[src/rtl/clock_period_monitor.sv]
// Measures period and high time of a clock sampled as data on clk_in; flags period errors and a stuck input.
// Optional DUTY_CHECK_EN adds parameter EXP_HIGH and output duty_err.
module clock_period_monitor #(
    parameter int CNT_W       = 8,
    parameter int EXP_PERIOD  = 28,
    parameter int TOL         = 0,
    parameter int TIMEOUT     = 255,
    parameter int SYNC_STAGES = 2
`ifdef DUTY_CHECK_EN
    ,
    parameter int EXP_HIGH    = 14
`endif
) (
    input  logic             clk_in,
    input  logic             rst_n,
    input  logic             mon_in,
    input  logic             enable,
    output logic [CNT_W-1:0] period,
    output logic [CNT_W-1:0] high_time,
    output logic             meas_valid,
    output logic             period_err,
    output logic             stuck,
    output logic [7:0]       meas_count
`ifdef DUTY_CHECK_EN
    ,
    output logic             duty_err
`endif
);

    typedef enum logic [1:0] {S_IDLE, S_ARM, S_HIGH, S_LOW} state_t;

    localparam logic [CNT_W-1:0] CNT_MAX      = '1;
    localparam logic [CNT_W-1:0] CNT_ONE      = {{(CNT_W-1){1'b0}}, 1'b1};
    localparam logic [31:0]      TOL_U        = 32'(TOL);
    localparam logic [31:0]      TIMEOUT_U    = 32'(TIMEOUT);
    localparam logic [31:0]      EXP_PERIOD_U = 32'(EXP_PERIOD);
`ifdef DUTY_CHECK_EN
    localparam logic [31:0]      EXP_HIGH_U   = 32'(EXP_HIGH);
`endif

    logic [SYNC_STAGES-1:0] r_sync;
    logic                   r_hist;
    state_t                 r_state;
    logic [CNT_W-1:0]       r_cnt;
    logic [CNT_W-1:0]       r_hi;
    logic [CNT_W-1:0]       r_period;
    logic [CNT_W-1:0]       r_high_time;
    logic                   r_meas_valid;
    logic                   r_period_err;
    logic                   r_stuck;
    logic [7:0]             r_meas_count;

    logic                   w_sync;
    logic                   w_rise;
    logic                   w_fall;
    logic                   w_cnt_sat;
    logic [CNT_W-1:0]       w_cnt_inc;
    logic                   w_timeout;
    logic                   w_period_bad;

    // Absolute difference computed on the larger operand first so it never underflows.
    function automatic logic outside_tol(input logic [31:0] val, input logic [31:0] ref_v);
        logic [31:0] diff;
        diff = (val >= ref_v) ? (val - ref_v) : (ref_v - val);
        return diff > TOL_U;
    endfunction

    always_ff @(posedge clk_in or negedge rst_n) begin
        if (!rst_n) begin
            r_sync <= '0;
            r_hist <= 1'b0;
        end else begin
            r_sync <= {r_sync[SYNC_STAGES-2:0], mon_in};
            r_hist <= r_sync[SYNC_STAGES-1];
        end
    end

    assign w_sync       = r_sync[SYNC_STAGES-1];
    assign w_rise       = w_sync & ~r_hist;
    assign w_fall       = ~w_sync & r_hist;
    assign w_cnt_sat    = (r_cnt == CNT_MAX);
    assign w_cnt_inc    = w_cnt_sat ? r_cnt : r_cnt + CNT_ONE;
    // Timeout fires on the edge where the count would reach TIMEOUT.
    assign w_timeout    = (32'(w_cnt_inc) >= TIMEOUT_U);
    assign w_period_bad = outside_tol(32'(r_cnt), EXP_PERIOD_U) | w_cnt_sat;

    always_ff @(posedge clk_in or negedge rst_n) begin
        if (!rst_n) begin
            r_state      <= S_IDLE;
            r_cnt        <= '0;
            r_hi         <= '0;
            r_period     <= '0;
            r_high_time  <= '0;
            r_meas_valid <= 1'b0;
            r_period_err <= 1'b0;
            r_stuck      <= 1'b0;
            r_meas_count <= 8'd0;
`ifdef DUTY_CHECK_EN
            duty_err     <= 1'b0;
`endif
        end else begin
            r_meas_valid <= 1'b0;
            if (!enable) begin
                r_state <= S_IDLE;
                r_cnt   <= '0;
                r_stuck <= 1'b0;
`ifdef DUTY_CHECK_EN
                duty_err <= 1'b0;
`endif
            end else begin
                case (r_state)
                    S_IDLE: begin
                        r_cnt   <= '0;
                        r_state <= S_ARM;
                    end
                    S_ARM: begin
                        if (w_rise) begin
                            r_cnt   <= CNT_ONE;
                            r_state <= S_HIGH;
                        end else if (w_timeout) begin
                            r_stuck <= 1'b1;
                            r_cnt   <= '0;
                        end else begin
                            r_cnt <= w_cnt_inc;
                        end
                    end
                    S_HIGH: begin
                        if (w_rise) begin
                            r_cnt <= CNT_ONE;
                        end else if (w_fall) begin
                            r_hi    <= r_cnt;
                            r_cnt   <= w_cnt_inc;
                            r_state <= S_LOW;
                        end else if (w_timeout) begin
                            r_stuck <= 1'b1;
                            r_cnt   <= '0;
                            r_state <= S_ARM;
                        end else begin
                            r_cnt <= w_cnt_inc;
                        end
                    end
                    S_LOW: begin
                        if (w_rise) begin
                            r_period     <= r_cnt;
                            r_high_time  <= r_hi;
                            r_meas_valid <= 1'b1;
                            r_meas_count <= r_meas_count + 8'd1;
                            r_period_err <= w_period_bad;
                            r_stuck      <= 1'b0;
`ifdef DUTY_CHECK_EN
                            duty_err     <= outside_tol(32'(r_hi), EXP_HIGH_U);
`endif
                            r_cnt        <= CNT_ONE;
                            r_state      <= S_HIGH;
                        end else if (w_timeout) begin
                            r_stuck <= 1'b1;
                            r_cnt   <= '0;
                            r_state <= S_ARM;
                        end else begin
                            r_cnt <= w_cnt_inc;
                        end
                    end
                    default: begin
                        r_cnt   <= '0;
                        r_state <= S_IDLE;
                    end
                endcase
            end
        end
    end

    assign period     = r_period;
    assign high_time  = r_high_time;
    assign meas_valid = r_meas_valid;
    assign period_err = r_period_err;
    assign stuck      = r_stuck;
    assign meas_count = r_meas_count;

endmodule

[config.mk]
export PLATFORM = sky130hd
export DESIGN_NAME = clock_period_monitor
export DESIGN_NICKNAME = d
export VERILOG_FILES = /design/src/rtl/clock_period_monitor.sv
export SDC_FILE = /design/constraint.sdc
export NUM_CORES = 1
export LEC_CHECK = 0
export ABC_AREA = 1
export CORE_UTILIZATION = 47
export DETAILED_ROUTE_END_ITERATION = 10
export PLACE_DENSITY = 0.72
export SYNTH_ARGS = -nofsm -noshare
export SYNTH_HDL_FRONTEND = slang
export SYNTH_SLANG_ARGS = --single-unit
[constraint.sdc]
create_clock -name clk_in -period 1.9 [get_ports clk_in]
set_input_delay 0.38 -clock clk_in [delete_from_list [all_inputs] [get_ports clk_in]]
set_output_delay 0.38 -clock clk_in [all_outputs]
set_load 0.1 [all_outputs]
==> results of run 1 <==
==> cell usage after synthesis, types with 2 or more instances <==
cell type  number
o21ai_0        27
nor2_8          2
ha_1           11
and3_1          2
dfrtp_1        48
nor2_2          3
a21oi_1         8
nor2_4          3
inv_1          29
xnor2_1         4
xor2_1          4
o211ai_1        2
inv_2           5
nand2_2         4
nor2_1         24
nand3_1        14
o21a_1          2
nand3_2         3
nand2_1        83
nand4_1         2
nand2_4         3
clkbuf_1        3
==> flip-flops by register name, summed over array words and instances, names as in the netlist <==
name and flops:
meas_valid 1, r_state 2, stuck 1, high_time 8
r_sync 2, period 8, meas_count 8, period_err 1
r_hist 1, r_cnt 8, r_hi 8
==> power by group <==
group | leakage [nW] | internal (mW) | switching, mW
Clock | 0.0541 | 0.389 | 0.343
Combinational | 0.957 | 0.467 | 1.28
Sequential | 0.640 | 1.18 | 0.145
==> per-layer routing <==
metal  up-vias  GRT usage (%)  share of wire [%]
li1       1031              -                  -
met2        38           35.0                 49
met4         0           6.79                1.6
met5         -              0                  0
met3         7           3.61                3.8
met1       957           23.8                 46
==> cells by family (layout without fill, tap and decap cells) <==
| family | count (synthesis) | count (layout) | share of synthesized area [%] |
|---|---|---|---|
| AO/OA/AOI/OAI | 43 | 43 | 9.44 |
| XOR/XNOR | 8 | 8 | 2.78 |
| adder cells (fa/ha/maj) | 11 | 11 | 5.46 |
| buffers and inverters | 40 | 88 | 6.16 |
| flip-flops | 48 | 48 | 47.7 |
| AND/OR/NAND/NOR | 146 | 146 | 28.5 |
==> worst max-delay path: cells and delay by family, from the launching register on <==
family	cells	cell delay (ns)
AO/OA/AOI/OAI	2	0.29
adder cells (fa/ha/maj)	1	0.20
buffers and inverters	2	0.16
flip-flops	1	0.40
AND/OR/NAND/NOR	6	0.61
==> worst max path at each step <==
stage,from,endpoint,cells after the start
2_1_floorplan,meas_count[0],meas_count[6],6
3_3_place_gp,enable,meas_count[6],10
3_5_place_dp,enable,meas_count[6],10
4_1_cts,r_cnt[0],period_err,11
5_1_grt,r_cnt[1],r_state[1],12
6_report,r_cnt[0],period_err,11
==> area by class of cell <==
class	instances	area, um2	area share, %
flip-flops and latches	48	1200	37.8
multi-input cells	208	1180	37.2
repair buffers	45	465	14.6
inverters	35	133	4.17
well taps	70	87.6	2.75
clock buffers	5	68.8	2.16
clock inverters	3	42.5	1.34
==> repair_timing <==
action / in CTS / in global routing
setup buffers: 0 / 3
endpoints found under the setup margin: 1 / 10
pin swaps: 0 / 1
gates resized for setup: 1 / 5
endpoints found under the hold margin: 0 / 0
cloned: 0 / 0
==> results.toml, run 1 <==
[layout]
area_delta_synth_final_pct = 26.2
finalInstanceArea_um2 = 3180
fin_cells = 414
nets = 358
diodes = 0
final_util_pct = 61.9
final_common_cell = "nand2_1"
final_cell_mix = "nand2_1 (82), dfrtp_1 (48), buf_4 (32), inv_1 (29), o21ai_0 (27)"
fillCellCount = 432
layout-drive-gt1-share_pct = 24.4

[synth]
synth_area_leaders = "dfrtp_1 (48%), nand2_1 (12%), ha_1 (5.5%), o21ai_0 (5.4%), inv_1 (4.3%)"
yosysWarnings = 0
synthCells = 296
synth_ff_type = "dfrtp_1"
synth_top_area_share_pct = 47.7
yosysSeqAreaShare_pct = 47.7
synth_edf_count = 0
synth_area_leader_cell = "dfrtp_1"
ys_ff_latch = 48
syn_area_um2 = 2520
syn_nets = 311
synthArstFlopShare_pct = 100
synth.distinct_cells = 32
syn_area_per_cell_um2 = 8.51

[pwr]
p_total_mw = 3.80
leakage_nw = 1.65
ir_drop_mv = 0.796
power.density_nw_per_um2 = 1200

[timing]
fin_crit_sh_pct = 94.3
drv_slew = 0
fin_tns_setup_ns = 0
rsz0062_at_grt = "yes"
timing.final.ws_setup_ns = 0.108
hold_ws_ns = -0.00350
worstMarginPinSlew_ns = 0.430
hold_violations = 2
finalClockSkew_ns = 0.00477
setup_viol = 0
timing.final.crit_period_ns = 1.79
fmaxAchievable_mhz = 558
max-slew-margin-rel_pct = 71.2

[setup_path]
r2r_slack_ns = 0.11
path_cells = "inv_1 > ha_2 > nand2_2 > nand2_1 > a21oi_2 > inv_1 > o21ai_0 > nor3b_2 > nand4_1 > nor2_1 > nor2_1"
crit_path_end_kind = "register"
cpPeakStageDelay_ns = 0.40
cp.arrival_ns = 1.99
startpoint_type = "register"
path_class = "reg -> reg"
required_ns = 2.10
r2r_end = "period_err"
worstReg2RegStart = "r_cnt[0]"
reg2reg_depth = 11
critPathMaxFanout = 4
crit_slowest_cell = "dfrtp_1"

[floorplan]
die-area_um2 = 5660
die_x_um = 75.2
die_h_um = 75.2
ioPinCount = 31
coreArea_um2 = 5140
initial_core_util_pct = 49.0
rows = 26

[routing]
wl_per_cell_um = 12.0
viasPerCell = 4.91
num_vias = 2033
ant_nets = 0
post-route-drc-count = 0
drt_first_pass_iters = 4
drtIter0Drc = 84
totalWireLength_um = 4980

[clocking]
numCtsBuffers = 5
clock_latency_ns = 0.30
cts.sinks = 48
clk_path_buf_depth = 2
hold_buffers = 0
htree_levels = 2
cts_tree = "done"
root_buffer = "clkbuf_8"
path_clk_slew_ns = 0.09

[global_route]
track_usage_pct = 19.6
antenna_found_initial = 0
grt_pass1_vias = 1885
grt_max_degree = 31
grt_pass1_wl_um = 8310
grt-ovfl-total = 0

[place]
dp_slack_ns = 0.00514
io_buffers = 30
place_congestion = 0.911
dp_hpwl_um = 3720
placed_cells = 403
place_area_um2 = 3030

[flow_run]
max_cap_violations = 0

[status]
violations = "hold timing"
outcome = "finished, violations left"

[min_path]
holdCritPathClass = "in -> async"
(Power assumes the default switching activity.)
==> inputs of run 2 (changes only) <==
PLACE_DENSITY = 0.69   (was 0.72)
clock period = 1.8 ns   (was 1.9 ns; I/O delays follow)
==> run 2 against run 1 <==
  * The flow finishes with violations (setup timing)
  * Setup slack worse by 0.12 ns
  * Largest cell class is now multi-input gates
  * Largest power group unchanged
  * Highest routed layer unchanged
  * Total power grew 13%
  * Sequential power is 11% higher
  * Fmax fell by 1.3%
  * Global-route usage increased by 0.14 points
  * Sequential share of layout area shrank 4.0 points
==> results.toml, run 2 (same netlist as run 1, synthesis figures left out) <==
[layout]
fillCellCount = 392
final_util_pct = 69.6
final_common_cell = "nand2_1"
nets = 369
fin_cells = 425
diodes = 0
finalInstanceArea_um2 = 3580
final_cell_mix = "nand2_1 (74), dfrtp_1 (42), buf_12 (28), o21ai_0 (27), inv_1 (24)"
layout-drive-gt1-share_pct = 33.5
area_delta_synth_final_pct = 42.0

[timing]
hold_violations = 0
rsz0062_at_grt = "yes"
fmaxAchievable_mhz = 551
timing.final.crit_period_ns = 1.82
finalClockSkew_ns = 0.00674
worstMarginPinSlew_ns = 0.289
timing.final.ws_setup_ns = -0.0158
setup_viol = 2
drv_slew = 0
fin_tns_setup_ns = -0.0176
max-slew-margin-rel_pct = 80.7
fin_crit_sh_pct = 101

[status]
violations = "setup timing"
outcome = "finished, violations left"

[setup_path]
path_delay_family = "simple AND/OR/NAND/NOR gates"
startpoint_type = "register"
critPathBufInv = 1
cp.arrival_ns = 2.03
cpPeakStageDelay_ns = 0.41
path_cells = "ha_4 > nand2_4 > nor2_8 > nand2_4 > nand2_2 > nand2_2 > nand2_2 > nand2_4 > nor2_8 > buf_4 > nand3_1 > a22oi_1"
crit_slowest_cell = "dfrtp_1"
crit_path_end_kind = "register"
r2r_slack_ns = -0.02
critPathMaxFanout = 7
worstReg2RegStart = "r_cnt[3]"
worstSetupStartpoint = "r_cnt[3]"
required_ns = 2.01
path_class = "reg -> reg"

[min_path]
holdCritPathClass = "in -> async"

[global_route]
grt_pass1_vias = 1964
grt-ovfl-total = 0
antenna_found_initial = 0
track_usage_pct = 19.8
grt_pass1_wl_um = 8480
grt_max_degree = 49

[floorplan]
initial_core_util_pct = 49.0
coreArea_um2 = 5140
die-area_um2 = 5660
ioPinCount = 31
rows = 26
die_x_um = 75.2
die_h_um = 75.2

[pwr]
p_total_mw = 4.28
ir_drop_mv = 0.827
leakage_nw = 1.77
power.density_nw_per_um2 = 1200

[place]
placed_cells = 411
io_buffers = 30
place_congestion = 0.833
place_area_um2 = 3320
dp_hpwl_um = 3750

[clocking]
cts_tree = "done"
path_clk_slew_ns = 0.09
numCtsBuffers = 5
htree_levels = 2
clock_latency_ns = 0.30
root_buffer = "clkbuf_8"
clk_path_buf_depth = 2
cts.sinks = 48

[routing]
drtIter0Drc = 91
viasPerCell = 5.00
num_vias = 2123
wl_per_cell_um = 12.7
drt_first_pass_iters = 4
totalWireLength_um = 5410
ant_nets = 0
post-route-drc-count = 0

[flow_run]
max_cap_violations = 0
## run 2: final cells by class
cell class | count | area (um2) | area share (%)
clock buffer | 6 | 82.6 | 2.31
sequential | 48 | 1210 | 33.8
tap | 70 | 87.6 | 2.45
timing repair buffer | 56 | 785 | 21.9
inverter | 35 | 133 | 3.71
clock inverter | 2 | 15.0 | 0.420
multi-input combinational | 208 | 1270 | 35.4
## run 2: repair_timing
item,in CTS,in global routing
setup endpoints to repair,3,20
resized for setup,1,35
setup buffers,0,6
pin swaps,1,17
hold buffers,0,0
## run 2: worst reg2reg max path, delay by kind of cell (launching register included)
family	cells	cell delay (ns)
AOI/OAI and AO/OA	1	0.18
DFF	1	0.41
and+or+nand+nor	9	0.83
adders and majority gates	1	0.18
buffers and inverters	1	0.12
## run 2: per-stage QoR
| step | setup WS [ns] | hold slack, ns |
|---|---|---|
| 2_1_floorplan | 0.0443 | 0.0644 |
| 3_3_place_gp | -0.0268 | 0.333 |
| 3_5_place_dp | -0.0959 | 0.339 |
| 4_1_cts | 0.00645 | 0.0402 |
| 5_1_grt | -0.164 | 0.0504 |
| 6_report | -0.0158 | 0.0237 |
## run 2: worst paths after layout
check | depth (start not counted) | to
setup / recovery | 12 | stuck
hold / removal | 2 | r_cnt[7]
setup reg to reg | 12 | stuck
hold reg to reg | 0 | r_sync[1]
max in group asynchronous | 2 | r_state[1]
min in group clk_in | 0 | r_sync[1]
## run 2: power breakdown
group | switching [mW] | internal, mW | leakage, nW | total, mW
combinational | 1.38 | 0.761 | 1.09 | 2.14
clock | 0.367 | 0.311 | 0.0434 | 0.678
sequential | 0.211 | 1.25 | 0.632 | 1.46
total | 1.96 | 2.32 | 1.77 | 4.28
## run 2: metal layers
| metal | up-vias | global-route usage (%) | share of wire, % | routed length (um) |
|---|---|---|---|---|
| li1 | 1052 | - | - | - |
| met5 | - | 0 | 0 | 0 |
| met2 | 36 | 32.3 | 51 | 2740 |
| met4 | 0 | 7.00 | 1.7 | 92 |
| met1 | 1026 | 26.4 | 45 | 2430 |
| met3 | 9 | 3.75 | 2.7 | 148 |
